<file path="src/rtl/song_sequencer_pkg.sv">
// Shared types and defaults for the song sequencer: FSM state encoding and width defaults.
package song_sequencer_pkg;

    localparam int unsigned DEF_SONG_W  = 2;
    localparam int unsigned DEF_IDX_W   = 5;
    localparam int unsigned DEF_NOTE_W  = 6;
    localparam int unsigned DEF_DUR_W   = 6;
    localparam int unsigned DEF_ROM_LAT = 1;
    // Latency counter holds ROM_LAT-1, ROM_LAT is at most 3
    localparam int unsigned LAT_W       = 2;

    typedef enum logic [2:0] {
        ST_IDLE      = 3'd0,
        ST_FETCH     = 3'd1,
        ST_WAIT_ROM  = 3'd2,
        ST_ISSUE     = 3'd3,
        ST_WAIT_DONE = 3'd4,
        ST_DONE      = 3'd5
    } state_t;

    function automatic logic is_busy(input state_t s);
        return !(s == ST_IDLE || s == ST_DONE);
    endfunction

endpackage

</file>
<file path="src/rtl/song_sequencer_if.sv">
// Control, ROM and note-player signals of the song sequencer; master is the sequencer side.
interface song_sequencer_if #(
    parameter int unsigned SONG_W = 2,
    parameter int unsigned IDX_W  = 5,
    parameter int unsigned NOTE_W = 6,
    parameter int unsigned DUR_W  = 6
);
    logic                     play;
    logic                     restart;
    logic                     loop_en;
    logic [SONG_W-1:0]        song;
    logic                     note_done;
    logic [SONG_W+IDX_W-1:0]  rom_addr;
    logic [NOTE_W+DUR_W-1:0]  rom_dout;
    logic [NOTE_W-1:0]        note;
    logic [DUR_W-1:0]         duration;
    logic                     new_note;
    logic                     song_done;
    logic                     busy;

    modport master (
        input  play, restart, loop_en, song, note_done, rom_dout,
        output rom_addr, note, duration, new_note, song_done, busy
    );

    modport slave (
        output play, restart, loop_en, song, note_done, rom_dout,
        input  rom_addr, note, duration, new_note, song_done, busy
    );
endinterface

</file>
<file path="src/rtl/song_sequencer_note_index_counter.sv">
// Note index register: synchronous clear, saturating increment, terminal-count flag.
module song_sequencer_note_index_counter
    import song_sequencer_pkg::*;
#(
    parameter int unsigned IDX_W = DEF_IDX_W
) (
    input  logic             clk,
    input  logic             reset,
    input  logic             clr_c,
    input  logic             inc_c,
    output logic [IDX_W-1:0] idx,
    output logic             last_c
);

    assign last_c = (idx == {IDX_W{1'b1}});

    // Wrapping to 0 only happens through clr_c, never by overflow
    always_ff @(posedge clk or negedge reset) begin
        if (!reset) begin
            idx <= '0;
        end else if (clr_c) begin
            idx <= '0;
        end else if (inc_c && !last_c) begin
            idx <= idx + IDX_W'(1);
        end
    end

endmodule

</file>
<file path="src/rtl/song_sequencer.sv">
// Song player front end: walks a song's ROM region, issues {note,duration} records
// to the note player one at a time, with pause, restart, loop and end-marker handling.
module song_sequencer
    import song_sequencer_pkg::*;
#(
    parameter int unsigned SONG_W  = DEF_SONG_W,
    parameter int unsigned IDX_W   = DEF_IDX_W,
    parameter int unsigned NOTE_W  = DEF_NOTE_W,
    parameter int unsigned DUR_W   = DEF_DUR_W,
    parameter int unsigned ROM_LAT = DEF_ROM_LAT
) (
    input  logic              clk,
    input  logic              reset,
    song_sequencer_if.master  bus
);

    typedef struct packed {
        logic [NOTE_W-1:0] note;
        logic [DUR_W-1:0]  duration;
    } rec_t;

    state_t              state, state_n;
    logic [SONG_W-1:0]   song_q, song_n;
    logic [LAT_W-1:0]    lat_q, lat_n;
    logic [NOTE_W-1:0]   note_q, note_n;
    logic [DUR_W-1:0]    dur_q, dur_n;
    logic                new_note_q, new_note_n;
    logic                song_done_q, song_done_n;
    logic                busy_q;
    logic                idx_clr_c, idx_inc_c, idx_last_c, end_c;
    logic [IDX_W-1:0]    idx;
    rec_t                rec_c;

    assign rec_c = rec_t'(bus.rom_dout);

    song_sequencer_note_index_counter #(.IDX_W(IDX_W)) u_idx (
        .clk    (clk),
        .reset  (reset),
        .clr_c  (idx_clr_c),
        .inc_c  (idx_inc_c),
        .idx    (idx),
        .last_c (idx_last_c)
    );

    // Next-state and next-output logic; end_c funnels both end-of-song paths
    always_comb begin
        state_n     = state;
        song_n      = song_q;
        lat_n       = lat_q;
        note_n      = note_q;
        dur_n       = dur_q;
        new_note_n  = 1'b0;
        song_done_n = 1'b0;
        idx_clr_c   = 1'b0;
        idx_inc_c   = 1'b0;
        end_c       = 1'b0;

        case (state)
            ST_IDLE: begin
                if (bus.play) begin
                    song_n  = bus.song;
                    state_n = ST_FETCH;
                end
            end
            ST_FETCH: begin
                lat_n   = LAT_W'(ROM_LAT - 1);
                state_n = ST_WAIT_ROM;
            end
            ST_WAIT_ROM: begin
                if (lat_q != '0) begin
                    lat_n = lat_q - LAT_W'(1);
                end else if (rec_c.duration == '0) begin
                    end_c = 1'b1;
                end else begin
                    note_n     = rec_c.note;
                    dur_n      = rec_c.duration;
                    new_note_n = 1'b1;
                    state_n    = ST_ISSUE;
                end
            end
            ST_ISSUE: begin
                state_n = ST_WAIT_DONE;
            end
            ST_WAIT_DONE: begin
                if (bus.note_done) begin
                    if (idx_last_c) begin
                        end_c = 1'b1;
                    end else begin
                        idx_inc_c = 1'b1;
                        state_n   = bus.play ? ST_FETCH : ST_IDLE;
                    end
                end
            end
            ST_DONE: begin
                if (!bus.play) begin
                    idx_clr_c = 1'b1;
                    state_n   = ST_IDLE;
                end else begin
                    song_done_n = 1'b1;
                end
            end
            default: begin
                state_n = ST_IDLE;
            end
        endcase

        if (end_c) begin
            song_done_n = 1'b1;
            if (bus.loop_en) begin
                idx_clr_c = 1'b1;
                state_n   = bus.play ? ST_FETCH : ST_IDLE;
            end else begin
                state_n = ST_DONE;
            end
        end

        // Restart overrides every other transition
        if (bus.restart) begin
            state_n     = ST_IDLE;
            idx_clr_c   = 1'b1;
            idx_inc_c   = 1'b0;
            song_done_n = 1'b0;
            new_note_n  = 1'b0;
        end
    end

    always_ff @(posedge clk or negedge reset) begin
        if (!reset) begin
            state       <= ST_IDLE;
            song_q      <= '0;
            lat_q       <= '0;
            note_q      <= '0;
            dur_q       <= '0;
            new_note_q  <= 1'b0;
            song_done_q <= 1'b0;
            busy_q      <= 1'b0;
        end else begin
            state       <= state_n;
            song_q      <= song_n;
            lat_q       <= lat_n;
            note_q      <= note_n;
            dur_q       <= dur_n;
            new_note_q  <= new_note_n;
            song_done_q <= song_done_n;
            busy_q      <= is_busy(state_n);
        end
    end

    assign bus.rom_addr  = {song_q, idx};
    assign bus.note      = note_q;
    assign bus.duration  = dur_q;
    assign bus.new_note  = new_note_q;
    assign bus.song_done = song_done_q;
    assign bus.busy      = busy_q;

endmodule
</file>
<file path="src/flat_wrapper.sv">
// flat-port wrapper written by rule: the top's interface ports become plain ports
module song_sequencer_flat import song_sequencer_pkg::*;
#(
    parameter int unsigned SONG_W  = DEF_SONG_W,
    parameter int unsigned IDX_W   = DEF_IDX_W,
    parameter int unsigned NOTE_W  = DEF_NOTE_W,
    parameter int unsigned DUR_W   = DEF_DUR_W,
    parameter int unsigned ROM_LAT = DEF_ROM_LAT
)
  (clk, reset, bus_play, bus_restart, bus_loop_en, bus_song, bus_note_done, bus_rom_dout, bus_rom_addr, bus_note, bus_duration, bus_new_note, bus_song_done, bus_busy);
  song_sequencer_if #(.SONG_W(SONG_W), .IDX_W(IDX_W), .NOTE_W(NOTE_W), .DUR_W(DUR_W)) bus_i ();
  input  logic clk;
  input  logic reset;
  input wire logic [$bits(bus_i.play)-1:0] bus_play;
  input wire logic [$bits(bus_i.restart)-1:0] bus_restart;
  input wire logic [$bits(bus_i.loop_en)-1:0] bus_loop_en;
  input wire logic [$bits(bus_i.song)-1:0] bus_song;
  input wire logic [$bits(bus_i.note_done)-1:0] bus_note_done;
  input wire logic [$bits(bus_i.rom_dout)-1:0] bus_rom_dout;
  output wire logic [$bits(bus_i.rom_addr)-1:0] bus_rom_addr;
  output wire logic [$bits(bus_i.note)-1:0] bus_note;
  output wire logic [$bits(bus_i.duration)-1:0] bus_duration;
  output wire logic [$bits(bus_i.new_note)-1:0] bus_new_note;
  output wire logic [$bits(bus_i.song_done)-1:0] bus_song_done;
  output wire logic [$bits(bus_i.busy)-1:0] bus_busy;
  assign bus_i.play = bus_play;
  assign bus_i.restart = bus_restart;
  assign bus_i.loop_en = bus_loop_en;
  assign bus_i.song = bus_song;
  assign bus_i.note_done = bus_note_done;
  assign bus_i.rom_dout = bus_rom_dout;
  assign bus_rom_addr = bus_i.rom_addr;
  assign bus_note = bus_i.note;
  assign bus_duration = bus_i.duration;
  assign bus_new_note = bus_i.new_note;
  assign bus_song_done = bus_i.song_done;
  assign bus_busy = bus_i.busy;
  song_sequencer #(.SONG_W(SONG_W), .IDX_W(IDX_W), .NOTE_W(NOTE_W), .DUR_W(DUR_W), .ROM_LAT(ROM_LAT)) u_core (.clk(clk), .reset(reset), .bus(bus_i));
endmodule
</file>
<file path="config.mk">
export PLATFORM = sky130hd
export DESIGN_NAME = song_sequencer_flat
export DESIGN_NICKNAME = d
export VERILOG_FILES = /design/src/rtl/song_sequencer_pkg.sv /design/src/rtl/song_sequencer_if.sv /design/src/rtl/song_sequencer_note_index_counter.sv /design/src/rtl/song_sequencer.sv /design/src/flat_wrapper.sv
export SDC_FILE = /design/constraint.sdc
export NUM_CORES = 1
export LEC_CHECK = 0
export CAP_MARGIN = 15
export CORE_MARGIN = 8
export CORE_UTILIZATION = 45
export CTS_BUF_LIST = sky130_fd_sc_hd__clkbuf_16
export DETAILED_ROUTE_END_ITERATION = 10
export PLACE_DENSITY = 0.78
export SYNTH_ARGS = -nofsm -noshare
export SYNTH_HDL_FRONTEND = slang
export SYNTH_SLANG_ARGS = --single-unit
export TNS_END_PERCENT = 10
</file>
<file path="constraint.sdc">
create_clock -name clk -period 2.1 [get_ports clk]
set_input_delay 0.21 -clock clk [delete_from_list [all_inputs] [get_ports clk]]
set_output_delay 0.21 -clock clk [all_outputs]
set_load 0.1 [all_outputs]
</file>
==> results.md <==
* Status: completed
* Fmax at 491 MHz
* Compound-Gate Fraction of Synth Area at 9.45%
* Die extent in y at 70.2 um
* Vias per cell at 5.39
* EDFF count, synth at 0
* R2r endpoint: u_core.bus.busy
* Reg2reg path depth at 8
* Synth Area in Adders at 3.78%
* Clock latency on the worst-skew pair at 260 ps
* Min Tclk post-route at 2040 ps
* Largest family of logic cells by synthesized area: simple AND/OR/NAND/NOR gates
* Nets at 190
* Vias at 1057
* Post-Syn Area at 1320 um^2
* GR Layer Usage met1 at 13.4%
* P_leak at 0.835 nW
* All-Layer GR Usage at 12.8%
* Tcrit/Tclk final at 96.9%
* DRC at 0
* Dpl hpwl at 2370 um
* Yosys reg bits at 27
* Arr. time, crit path at 2180 ps
* Count of pins over their slew limit at 0
* Total grt overflow at 0
* Final Wtd Congestion at 0.907
* Ys flop type: dfrtp_1
* RSZ-0062 raised after global routing: yes
* Setup Skew at 1.41 ps
* Clk slew on worst S/H paths at 70 ps
* Cells after synthesis at 117
* Std cell rows at 19
* Storage cell area at 686 um^2
* First-pass GRT wire length at 5130 um
* Core region area at 2780 um^2
* Yosys warns at 0
* DR pass1 iterations at 4
* Final WL at 3110 um
* Hold Path Class: input port to asynchronous set/reset pin
* Worst VDD drop at 1660 uV
* Initial antenna violation count at 0
* Setup CP Type: register to register
* Leading cell type in the layout, fill and taps excluded: buf_4
* Post-DRT Antenna Nets at 0
* Clk root buf: clkbuf_16
* Max cap viols at 0
* Max-slew headroom at 74.3%
* 1st-iter DRT viols at 35
* Yosys cell types at 36
* Reg2reg setup slack at 60 ps
* Initial Utilization at 47.6%
* Post-synthesis xor/xnor area fraction at 2.65%
* CTS buffer count at 3
* Fillers at 219
* Max Root-Sink Buffers at 2
* Antenna Cells at 0
* Worst Path Max Fanout at 4
* CTS tree: built
* Die X at 70.2 um
* CTS HTree Levels at 1
* FFs w/ async S/R, synth at 100%
* Setup WS post-layout at 64.5 ps
* Worst Tran Pin Value at 382 ps
* Reg-to-Reg Start: u_core.u_idx.idx[1]
* Die area at 4930 um^2
* Largest net degree at the start of global routing at 28
* Finish-stage setup viols at 0
* Placed insts at 189
* Top Usage Layer GRT: met2
* Syn Nets at 141
* CP endpoint: u_core.bus.busy
* CP Launch Type: register
* Simple-Gate Fraction of Synth Area at 18.4%
* Clk sinks at 27
* Power Dens Cells at 1430 nW/um^2
* Commonest non-fill, non-tap cells in the layout: buf_4, dfrtp_1, clkdlybuf4s50_1, mux2_2, nor2_1
* Io pins at 42
* Sequential cell area fraction in the yosys report at 51.0%
* Syn Area/Cell at 11.3 um^2
* Synth-to-Final Area Change at 43.5%
* Worst EP required at 2250 ps
* Final hold violation count at 0
* DP Worst Slack at 29.2 ps
* Layout cells sized above 1 at 35.2%
* Vias in the first global route at 1124
* Routed wire per std cell at 15.9 um
* Critical path startpoint: u_core.u_idx.idx[1]
* Met3 usage at 4.80%
* Met2 Track Usage GR at 21.6%
* Crit. End Element: register
* Multi-input logic area at 677 um^2
* Finished Layout Cells at 196
* PortBufs at 41
* Mux contribution to synthesized area at 12.6%
==> worst min path at each step <==
stage	start	to	depth (start not counted)	slack (ps)
final	reset	u_core.lat_q[1]	2	320
after global routing	reset	u_core.bus.new_note	2	370
after CTS	reset	u_core.song_q[1]	2	340
after detailed placement	u_core.bus.duration[3]	u_core.bus.duration[3]	1	500
after global placement	u_core.bus.duration[5]	u_core.bus.duration[5]	1	490
after floorplan	reset	u_core.bus.busy	0	-90
==> cell families (layout without fill, tap and decap cells) <==
logic type,after synthesis,after routing
AOI/OAI and AO/OA,19,19
adders and majority gates,4,4
muxes,15,15
buffers and inverters,7,55
DFF,27,27
and+or+nand+nor,41,41
xor gates and xnor gates,4,4
==> cell type report <==
class                   count  share of cell area, %
flip-flops and latches     27                   36.1
multi-input cells          83                   35.6
repair buffers             47                   21.1
clock buffers               3                   3.95
well taps                  31                   2.04
inverters                   4                  0.791
clock inverters             1                  0.395
==> flip-flops by register name, summed over array words and instances (netlist names) <==
signal,flops
u_core.bus.duration,6
u_core.bus.note,6
u_core.u_idx.idx,5
u_core.state,3
u_core.lat_q,2
u_core.song_q,2
u_core.bus.busy,1
u_core.bus.new_note,1
u_core.bus.song_done,1
==> Yosys cell counts, types with 3 or more instances <==
library cell  number  area [um^2]
nor2_1            10         37.5
inv_1              4         15.0
a21oi_1            4         20.0
and3_1             3         18.8
nand2b_1           3         18.8
mux2_2            13          146
dfrtp_1           27          676
o21ai_0            4         20.0
nand2_1            6         22.5
and2_1             3         18.8
ha_1               4         50.1
==> power by group <==
part	switching, mW	internal (mW)	total, mW
registers	0.0796	0.662	0.741
clock network	0.183	0.259	0.442
logic	1.19	0.348	1.54
total	1.45	1.27	2.72
==> what timing repair did <==
action                                  CTS  global route
gates resized for setup                   0             6
hold buffers                              0             0
endpoints found under the setup margin    0             6
setup buffers                             0             3
==> worst max-delay path, cell delays in order (launching register included) <==
cell and delay [ps]:
dfrtp_4 500, ha_4 170, and3_4 190, ha_2 200, nor4bb_2 260, a22oi_1 140, a21oi_2 170, and4_1 210
o21bai_1 80
==> metal layers <==
metal,wire (um),vias to the layer above
met1,1250,502
li1,-,516
met5,0,-
met2,1560,34
met4,63,0
met3,228,5
==> per-stage QoR <==
step           total power [mW]  cell area (um^2)  hold slack [ps]  util [%]  setup TNS, ps
2_1_floorplan              1.94              1360            -85.6         -              0
3_3_place_gp               2.27              1770              491      63.5              0
3_5_place_dp               2.29              1770              497      63.5              0
4_1_cts                    2.74              1850              336      66.5              0
5_1_grt                    2.80              1900              370      68.3          -55.8
6_report                   2.72              1900              321      68.3              0
Power figures use the tool's default switching activity.
